**src/rtl/vga_timing_pkg.sv**
```systemverilog
// Default 640x480@60 timing, derived sync window bounds and the RGB field layout
// shared by the VGA raster generator.
package vga_timing_pkg;

  localparam int CNT_W = 10;
  localparam int RGB_W = 12;

  localparam int H_VISIBLE_DEF = 640;
  localparam int H_FP_DEF      = 16;
  localparam int H_SYNC_DEF    = 96;
  localparam int H_BP_DEF      = 48;
  localparam int V_VISIBLE_DEF = 480;
  localparam int V_FP_DEF      = 10;
  localparam int V_SYNC_DEF    = 2;
  localparam int V_BP_DEF      = 33;

  localparam int H_TOTAL_DEF      = H_VISIBLE_DEF + H_FP_DEF + H_SYNC_DEF + H_BP_DEF;
  localparam int V_TOTAL_DEF      = V_VISIBLE_DEF + V_FP_DEF + V_SYNC_DEF + V_BP_DEF;
  localparam int H_SYNC_START_DEF = H_VISIBLE_DEF + H_FP_DEF;
  localparam int H_SYNC_END_DEF   = H_SYNC_START_DEF + H_SYNC_DEF - 1;
  localparam int V_SYNC_START_DEF = V_VISIBLE_DEF + V_FP_DEF;
  localparam int V_SYNC_END_DEF   = V_SYNC_START_DEF + V_SYNC_DEF - 1;

  localparam int R_MSB = 11;
  localparam int R_LSB = 8;
  localparam int G_MSB = 7;
  localparam int G_LSB = 4;
  localparam int B_MSB = 3;
  localparam int B_LSB = 0;

  typedef logic [CNT_W-1:0] cnt_t;
  typedef logic [RGB_W-1:0] rgb_t;

  function automatic logic in_window(input cnt_t v, input cnt_t lo, input cnt_t hi);
    return (v >= lo) && (v <= hi);
  endfunction

endpackage

```
**src/rtl/vga_pix_tick.sv**
```systemverilog
// Pixel clock-enable: one-cycle tick every PIX_DIV system clocks.
module vga_pix_tick #(
  parameter int PIX_DIV = 4
) (
  input  logic clk,
  input  logic rst,
  output logic tick
);

  localparam int DIV_W = (PIX_DIV > 1) ? $clog2(PIX_DIV) : 1;
  localparam logic [DIV_W-1:0] DIV_LAST = DIV_W'(PIX_DIV - 1);

  logic [DIV_W-1:0] div_cnt;

  assign tick = (div_cnt == DIV_LAST);

  always_ff @(posedge clk or negedge rst) begin
    if (!rst) begin
      div_cnt <= '0;
    end else if (tick) begin
      div_cnt <= '0;
    end else begin
      div_cnt <= div_cnt + 1'b1;
    end
  end

endmodule

```
**src/rtl/vga_timing_gen.sv**
```systemverilog
// VGA raster generator: presents pixel coordinates to image memory and drives the
// connector one pixel tick later with sync, display-enable and colour aligned.
module vga_timing_gen
  import vga_timing_pkg::*;
#(
  parameter int   H_VISIBLE = H_VISIBLE_DEF,
  parameter int   H_FP      = H_FP_DEF,
  parameter int   H_SYNC    = H_SYNC_DEF,
  parameter int   H_BP      = H_BP_DEF,
  parameter int   V_VISIBLE = V_VISIBLE_DEF,
  parameter int   V_FP      = V_FP_DEF,
  parameter int   V_SYNC    = V_SYNC_DEF,
  parameter int   V_BP      = V_BP_DEF,
  parameter int   PIX_DIV   = 4,
  parameter logic SYNC_POL  = 1'b0
) (
  input  logic              clk,
  input  logic              rst,
  input  logic [RGB_W-1:0]  im_rgb,
  output logic [CNT_W-1:0]  im_pixel_x,
  output logic [CNT_W-1:0]  im_pixel_y,
  output logic              vga_hsync,
  output logic              vga_vsync,
  output logic [3:0]        vga_r,
  output logic [3:0]        vga_g,
  output logic [3:0]        vga_b,
  output logic              vga_de,
  output logic              frame_start
);

  localparam int H_TOTAL  = H_VISIBLE + H_FP + H_SYNC + H_BP;
  localparam int V_TOTAL  = V_VISIBLE + V_FP + V_SYNC + V_BP;
  localparam int HS_START = H_VISIBLE + H_FP;
  localparam int HS_END   = HS_START + H_SYNC - 1;
  localparam int VS_START = V_VISIBLE + V_FP;
  localparam int VS_END   = VS_START + V_SYNC - 1;

  logic tick;
  cnt_t h_cnt_p0;
  cnt_t v_cnt_p0;
  logic h_last;
  logic v_last;
  logic de_p0;
  logic hs_act_p0;
  logic vs_act_p0;
  logic vld_p1;
  logic hs_p1;
  logic vs_p1;
  rgb_t rgb_p1;
  logic fs_p1;

  vga_pix_tick #(
    .PIX_DIV (PIX_DIV)
  ) u_pix_tick (
    .clk  (clk),
    .rst  (rst),
    .tick (tick)
  );

  // Stage p0: raster counters, presented straight to the image memory
  assign h_last = (h_cnt_p0 == cnt_t'(H_TOTAL - 1));
  assign v_last = (v_cnt_p0 == cnt_t'(V_TOTAL - 1));

  always_ff @(posedge clk or negedge rst) begin
    if (!rst) begin
      h_cnt_p0 <= '0;
      v_cnt_p0 <= '0;
    end else if (tick) begin
      if (h_last) begin
        h_cnt_p0 <= '0;
        v_cnt_p0 <= v_last ? '0 : v_cnt_p0 + 1'b1;
      end else begin
        h_cnt_p0 <= h_cnt_p0 + 1'b1;
      end
    end
  end

  assign im_pixel_x = h_cnt_p0;
  assign im_pixel_y = v_cnt_p0;

  assign de_p0     = (h_cnt_p0 < cnt_t'(H_VISIBLE)) && (v_cnt_p0 < cnt_t'(V_VISIBLE));
  assign hs_act_p0 = in_window(h_cnt_p0, cnt_t'(HS_START), cnt_t'(HS_END));
  assign vs_act_p0 = in_window(v_cnt_p0, cnt_t'(VS_START), cnt_t'(VS_END));

  // Stage p1: pin register; sync, enable and colour all sampled from one counter pair
  always_ff @(posedge clk or negedge rst) begin
    if (!rst) begin
      vld_p1 <= 1'b0;
      hs_p1  <= ~SYNC_POL;
      vs_p1  <= ~SYNC_POL;
      rgb_p1 <= '0;
      fs_p1  <= 1'b0;
    end else begin
      fs_p1 <= tick && h_last && v_last;
      if (tick) begin
        vld_p1 <= de_p0;
        hs_p1  <= hs_act_p0 ? SYNC_POL : ~SYNC_POL;
        vs_p1  <= vs_act_p0 ? SYNC_POL : ~SYNC_POL;
        rgb_p1 <= de_p0 ? im_rgb : '0;
      end
    end
  end

  assign vga_de      = vld_p1;
  assign vga_hsync   = hs_p1;
  assign vga_vsync   = vs_p1;
  assign vga_r       = rgb_p1[R_MSB:R_LSB];
  assign vga_g       = rgb_p1[G_MSB:G_LSB];
  assign vga_b       = rgb_p1[B_MSB:B_LSB];
  assign frame_start = fs_p1;

endmodule

```
**config.mk**
```make
export PLATFORM = sky130hd
export DESIGN_NAME = vga_timing_gen
export DESIGN_NICKNAME = d
export VERILOG_FILES = /design/src/rtl/vga_timing_pkg.sv /design/src/rtl/vga_pix_tick.sv /design/src/rtl/vga_timing_gen.sv
export SDC_FILE = /design/constraint.sdc
export NUM_CORES = 1
export LEC_CHECK = 0
export CAP_MARGIN = 5
export CORE_MARGIN = 4
export CORE_UTILIZATION = 50
export DETAILED_ROUTE_END_ITERATION = 10
export GPL_TIMING_DRIVEN = 0
export PLACE_DENSITY = 0.84
export RECOVER_POWER = 25
export SETUP_SLACK_MARGIN = 0.02
export SLEW_MARGIN = 10
export SYNTH_ARGS = -nofsm -noshare
export SYNTH_HDL_FRONTEND = slang
export SYNTH_SLANG_ARGS = --single-unit
```
**constraint.sdc**
```tcl
create_clock -name clk -period 4 [get_ports clk]
set_clock_uncertainty 0.05 [all_clocks]
set_input_delay 0.8 -clock clk [delete_from_list [all_inputs] [get_ports clk]]
set_output_delay 0.8 -clock clk [all_outputs]
set_load 0.02 [all_outputs]
```
### After elaboration in Yosys (flattened, before gate mapping)

Index checks and enable logic that the tools add are counted.

| storage, ports and cells | value |
|---|---|
| input port bits | 14 |
| word-level logic and storage cells | 32 |
| output and inout bits | 36 |
| register bits after elaboration | 38 |

| operators by class | value |
|---|---|
| eq/ne operators | 3 |
| magnitude comparators | 6 |
| reductions and logical operators | 6 |
| multiplexer cells | 6 |
| add/subtract/negate cells | 3 |

Operators with widths:

| cell | count |
|---|---|
| $add A10 B1 Y10 const B | 2 |
| $eq A10 B10 Y1 const B | 2 |
| $mux W10 | 2 |
| $mux W12 | 1 |
| $ge A10 B10 Y1 const B | 1 |
| $ge A10 B9 Y1 const B | 1 |
| $le A10 B10 Y1 const B | 1 |
| $le A10 B9 Y1 const B | 1 |
| $lt A10 B10 Y1 const B | 1 |
| $lt A10 B9 Y1 const B | 1 |
| $logic_and A1 B1 Y1 | 5 |
| $add A2 B1 Y2 const B | 1 |
| $eq A2 B2 Y1 const B | 1 |
| $mux W1 | 2 |
| $mux W2 | 1 |
| $reduce_and A2 Y1 | 1 |

### Longest topological paths before layout

| logic depth | value |
|---|---|
| depth after elaboration | 3 |
| depth in mapped cells | 7 |
| gate-level depth less buffers | 6 |

### Cells and area by module

A second synthesis with hierarchy kept.

| unflattened totals | value |
|---|---|
| cells, all modules | 152 |
| area, all modules | 1767.9 um^2 |

Modules (own cells, without submodules):

| module | sequential area each (um^2) | times used | cells an instance | area each (um^2) |
|---|---|---|---|---|
| vga_timing_gen | 903.4 | 1 | 148 | 1701.6 |
| vga_pix_tick | 50.0 | 1 | 4 | 66.3 |

### Worst setup path after synthesis

No wires, ideal clock.

| timing | value |
|---|---|
| path type | register to register |
| start | register h_cnt_p0[1], in the netlist im_pixel_x[1] |
| end | register v_cnt_p0[9], in the netlist im_pixel_y[9] |
| stages on the path, launching flop included | 7 |
| data required time | 3.873 ns |
| arrival | 1.784 ns |
| path slack | 2.089 ns |
| clock period less this slack | 1.911 ns |
| setup time | 0.077 ns |
| buffers on the path | 1 |
| path through | dfrtp_1 -> ha_1 -> and4_2 -> buf_6 -> nand4_4 -> or4_1 -> a21oi_1 |

| between the ends | value |
|---|---|
| longest elaborated chain between the ends | 2 |

RTL lines:

| item | RTL line | source |
|---|---|---|
| start: declaration | vga_timing_gen.sv:39 | `cnt_t h_cnt_p0;` |
| start signal: assignment | vga_timing_gen.sv:73 | `h_cnt_p0 <= h_cnt_p0 + 1'b1;` |
| $eq A10 B10 Y1 | vga_timing_gen.sv:61 | `assign h_last = (h_cnt_p0 == cnt_t'(H_TOTAL - 1));` |
| $reduce_and A2 Y1 (no source line) | n/a |  |
| end signal: assignment | vga_timing_gen.sv:71 | `v_cnt_p0 <= v_last ? '0 : v_cnt_p0 + 1'b1;` |
| end: declaration | vga_timing_gen.sv:40 | `cnt_t v_cnt_p0;` |

No other way between the ends.
A chain may end at the register's enable or synchronous reset.

### Worst setup path after layout

| timing | value |
|---|---|
| start | register vs_p1, in the netlist vga_vsync |
| end | output port vga_vsync |

RTL lines:

| item | RTL line | source |
|---|---|---|
| start: declaration | vga_timing_gen.sv:48 | `logic vs_p1;` |
| start signal: assignment | vga_timing_gen.sv:90 | `vs_p1 <= ~SYNC_POL;` |
| start signal: assignment | vga_timing_gen.sv:98 | `vs_p1 <= vs_act_p0 ? SYNC_POL : ~SYNC_POL;` |
| end: declaration | vga_timing_gen.sv:23 | `output logic vga_vsync,` |

No word-level cell between the ends.

==> impl_metrics.toml <==
[status]
status = "finished with violations"
violations = "max-capacitance violations, max-slew violations"

[power]
ir_worst_vdd_mv = 0.2294
power.density_mw_per_mm2 = 329.4
power_report.internal_total_mw = 0.6277
switchingPower_mw = 0.1479
p_clk_share_pct = 43.2
comb_power_share_pct = 6.0
p_sw_share_pct = 19.07
power_leakage_nw = 1.008
pwr-share-seq_pct = 50.8

[global_routing]
antenna_found_initial = 0
grt_max_degree = 39
grt_overflow = 0
grt_first_pass_wirelength_mm = 6.368
grt_pass1_vias = 1338
grt.total_usage_pct = 18.97

[floorplanning]
start_util_pct = 54.05
dieWidth_um = 66.38
fp.dieH_um = 66.38
ios = 50
rows = 20
core_mm2 = 0.003153
die_area_mm2 = 0.004406

[yosys]
synth_top_area_share_pct = 52.86
yosysMostFrequentCell = "dfrtp_1"
synthArstFlopShare_pct = 100.0
synth_seq_cells = 38
synth_warnings = 0
synth_area_per_cell_um2 = 11.36
syn-cell-area_mm2 = 0.001704
synth_top_area_cell = "dfrtp_1"
synth_edf_count = 0
synthCells = 150
synth_cell_types = 32
synth_top_cells_by_area = "dfrtp_1 (53%), a22o_1 (6.2%), xor2_1 (4.1%), ha_1 (3.7%), dfstp_2 (3.1%)"
syn-num-nets = 169
ys.flop_type = "dfrtp_1"
synth_commonest_cells = "dfrtp_1 (36), a22o_1 (12), nor2_1 (11), nand3_1 (9)"
synth-seq-area-share_pct = 55.95

[cts]
clk_latency_ps = 330
cts_resized = 0
cts_tree = "done"
cts_num_sinks = 38
ctsHoldBuffers = 0
cts.htree.levels = 2
cts_setup_buffers = 0
cts.path.max_buffers = 2
cts_buffers = 5
cts_root_buf = "clkbuf_4"
cts.clk_slew.worst_paths_ps = 110

[final_layout]
antenna_cells = 0
layout.nets = 225
syn_to_final_growth_pct = 38.18
n_fill_cell = 237
drive_gt1_share_pct = 9.179

[routing]
dr.pass1.iters = 4
via_count = 1390
antenna_left = 0
wl_mm = 3.884
drt_iter0_drc = 127
via_per_inst = 5.538
drc = 0
wl_per_cell_um = 15.47

[worst_setup_path]
worst_ep_required_time_ps = 3150
start_kind = "flip-flop"
critPathArrivalTime_ps = 1490
cp-end-kind = "primary output"
cpMaxStageDelayCell = "clkdlybuf4s50_1"
cpPeakStageDelay_ps = 620
cp_max_fo = 2
crit_type = "flip-flop to primary output"
worst-path-buf-inv = 1
crit_path_cell_trace = "clkdlybuf4s50_1"
critPathTopFamily = "buffers and inverters"

[timing]
tns_ps = 0
tightest_slew_ps = 1924
rsz0062_at_grt = "false"
relSlewSlack_pct = -28.24
hold_viol = 0
fmax_mhz = 427.3
whs_ps = 399.3
post-route-min-period_ps = 2340
setup_violations = 0
finalMaxSlewViolations = 39
post-route-period-util_pct = 58.51
layout_setup_ws_ps = 1660

[run]
drv_cap = 1

[min_path]
holdCritPathClass = "flip-flop to flip-flop"

[place]
hpwlAfterDp_mm = 2.918
place.gp.congestion = 0.8872
place.port_buffers = 49
pre_cts_ws_ps = 2025
==> cells by family after synthesis <==
kind of cell               synth area share (%)
AOI/OAI and AO/OA                         10.35
xor gates and xnor gates                  6.681
adders and majority gates                 3.671
buffers and inverters                     3.304
DFF                                       55.95
muxes                                    0.5874
and+or+nand+nor                           19.46
==> worst reg2reg max path: stages (launching register included) <==
cell and delay, ps:
dfrtp_1 410, ha_1 250, and4_2 250, buf_6 140, nand4_4 110, or4_1 510
a21oi_1 160
==> routing by layer <==
| metal | vias up | wire length (µm) | track usage, % |
|---|---|---|---|
| met4 | 0 | 80 | 7.360 |
| met3 | 13 | 176 | 4.252 |
| met5 | - | 0 | 0 |
| met1 | 689 | 1602 | 23.79 |
| met2 | 40 | 2025 | 31.60 |
| li1 | 648 | - | - |
==> through the flow <==
stage / area [µm²] / power, mW / utilization, % / std cells
after global placement: 2250 / 0.4482 / 71.35 / 243
after detailed placement: 2245 / 0.4489 / 71.19 / 243
final: 2355 / 0.7755 / 74.68 / 251
after floorplan: 1704 / 0.4147 / - / 150
after CTS: 2356 / 0.7810 / 74.72 / 251
after global routing: 2355 / 0.8058 / 74.68 / 251
==> power groups by stage <==
| stage | logic, mW | registers (mW) | clock network (mW) |
|---|---|---|---|
| 2_1_floorplan | 0.00595 | 0.409 | 0 |
| 3_3_place_gp | 0.0473 | 0.401 | 0 |
| 3_5_place_dp | 0.0477 | 0.401 | 0 |
| 4_1_cts | 0.0479 | 0.394 | 0.339 |
| 5_1_grt | 0.0505 | 0.395 | 0.360 |
| 6_report | 0.0466 | 0.394 | 0.335 |
==> cell type report <==
cell class	count	area, µm²	area share [%]
Timing Repair Buffer	49	484.2	20.56
Inverter	5	18.77	0.7970
Tap cell	44	55.05	2.338
Sequential cell	38	953.4	40.49
Clock inverter	2	60.06	2.550
Buffer	6	37.54	1.594
Clock buffer	6	51.30	2.179
Multi-Input combinational cell	101	694.4	29.49
==> flip-flops by register name (all words and copies together), names as in the netlist <==
signal              cells
u_pix_tick.div_cnt      2
rgb_p1                 12
im_pixel_y             10
vga_vsync               1
im_pixel_x             10
vga_de                  1
vga_hsync               1
frame_start             1
==> cell usage in the layout, fill, tap and decap left out, types with 2 or more instances in the layout <==
master | netlist | layout
a21oi_1 | 3 | 3
a22o_1 | 12 | 12
and3_1 | 3 | 3
and3_2 | 3 | 3
and4_2 | 2 | 2
buf_6 | 2 | 2
bufinv_16 | 0 | 2
clkbuf_1 | 4 | 5
clkbuf_4 | 0 | 5
clkdlybuf4s50_1 | 0 | 48
dfrtp_1 | 36 | 36
dfstp_2 | 2 | 2
ha_1 | 5 | 5
inv_1 | 5 | 5
nand2_1 | 8 | 8
nand3_1 | 9 | 9
nand4_1 | 8 | 8
nor2_1 | 11 | 11
nor3_1 | 4 | 4
o21ai_0 | 7 | 7
xnor2_1 | 5 | 5
xor2_1 | 8 | 8
==> final timing paths <==
kind,from,to,slack (ps),cells after the start
setup / recovery,vga_vsync$_DFFE_PN1P_,vga_vsync,1660,1
hold / removal,u_pix_tick.div_cnt[0]$_DFF_PN0_,u_pix_tick.div_cnt[0]$_DFF_PN0_,400,1
setup reg to reg,im_pixel_x[1]$_DFFE_PN0P_,im_pixel_y[9]$_DFFE_PN0P_,2040,6
hold reg to reg,u_pix_tick.div_cnt[0]$_DFF_PN0_,u_pix_tick.div_cnt[0]$_DFF_PN0_,400,1
max in group asynchronous,rst,rgb_p1[7]$_DFFE_PN0P_,1870,1
min in group asynchronous,rst,im_pixel_x[4]$_DFFE_PN0P_,940,1
(Power assumes the default switching activity.)
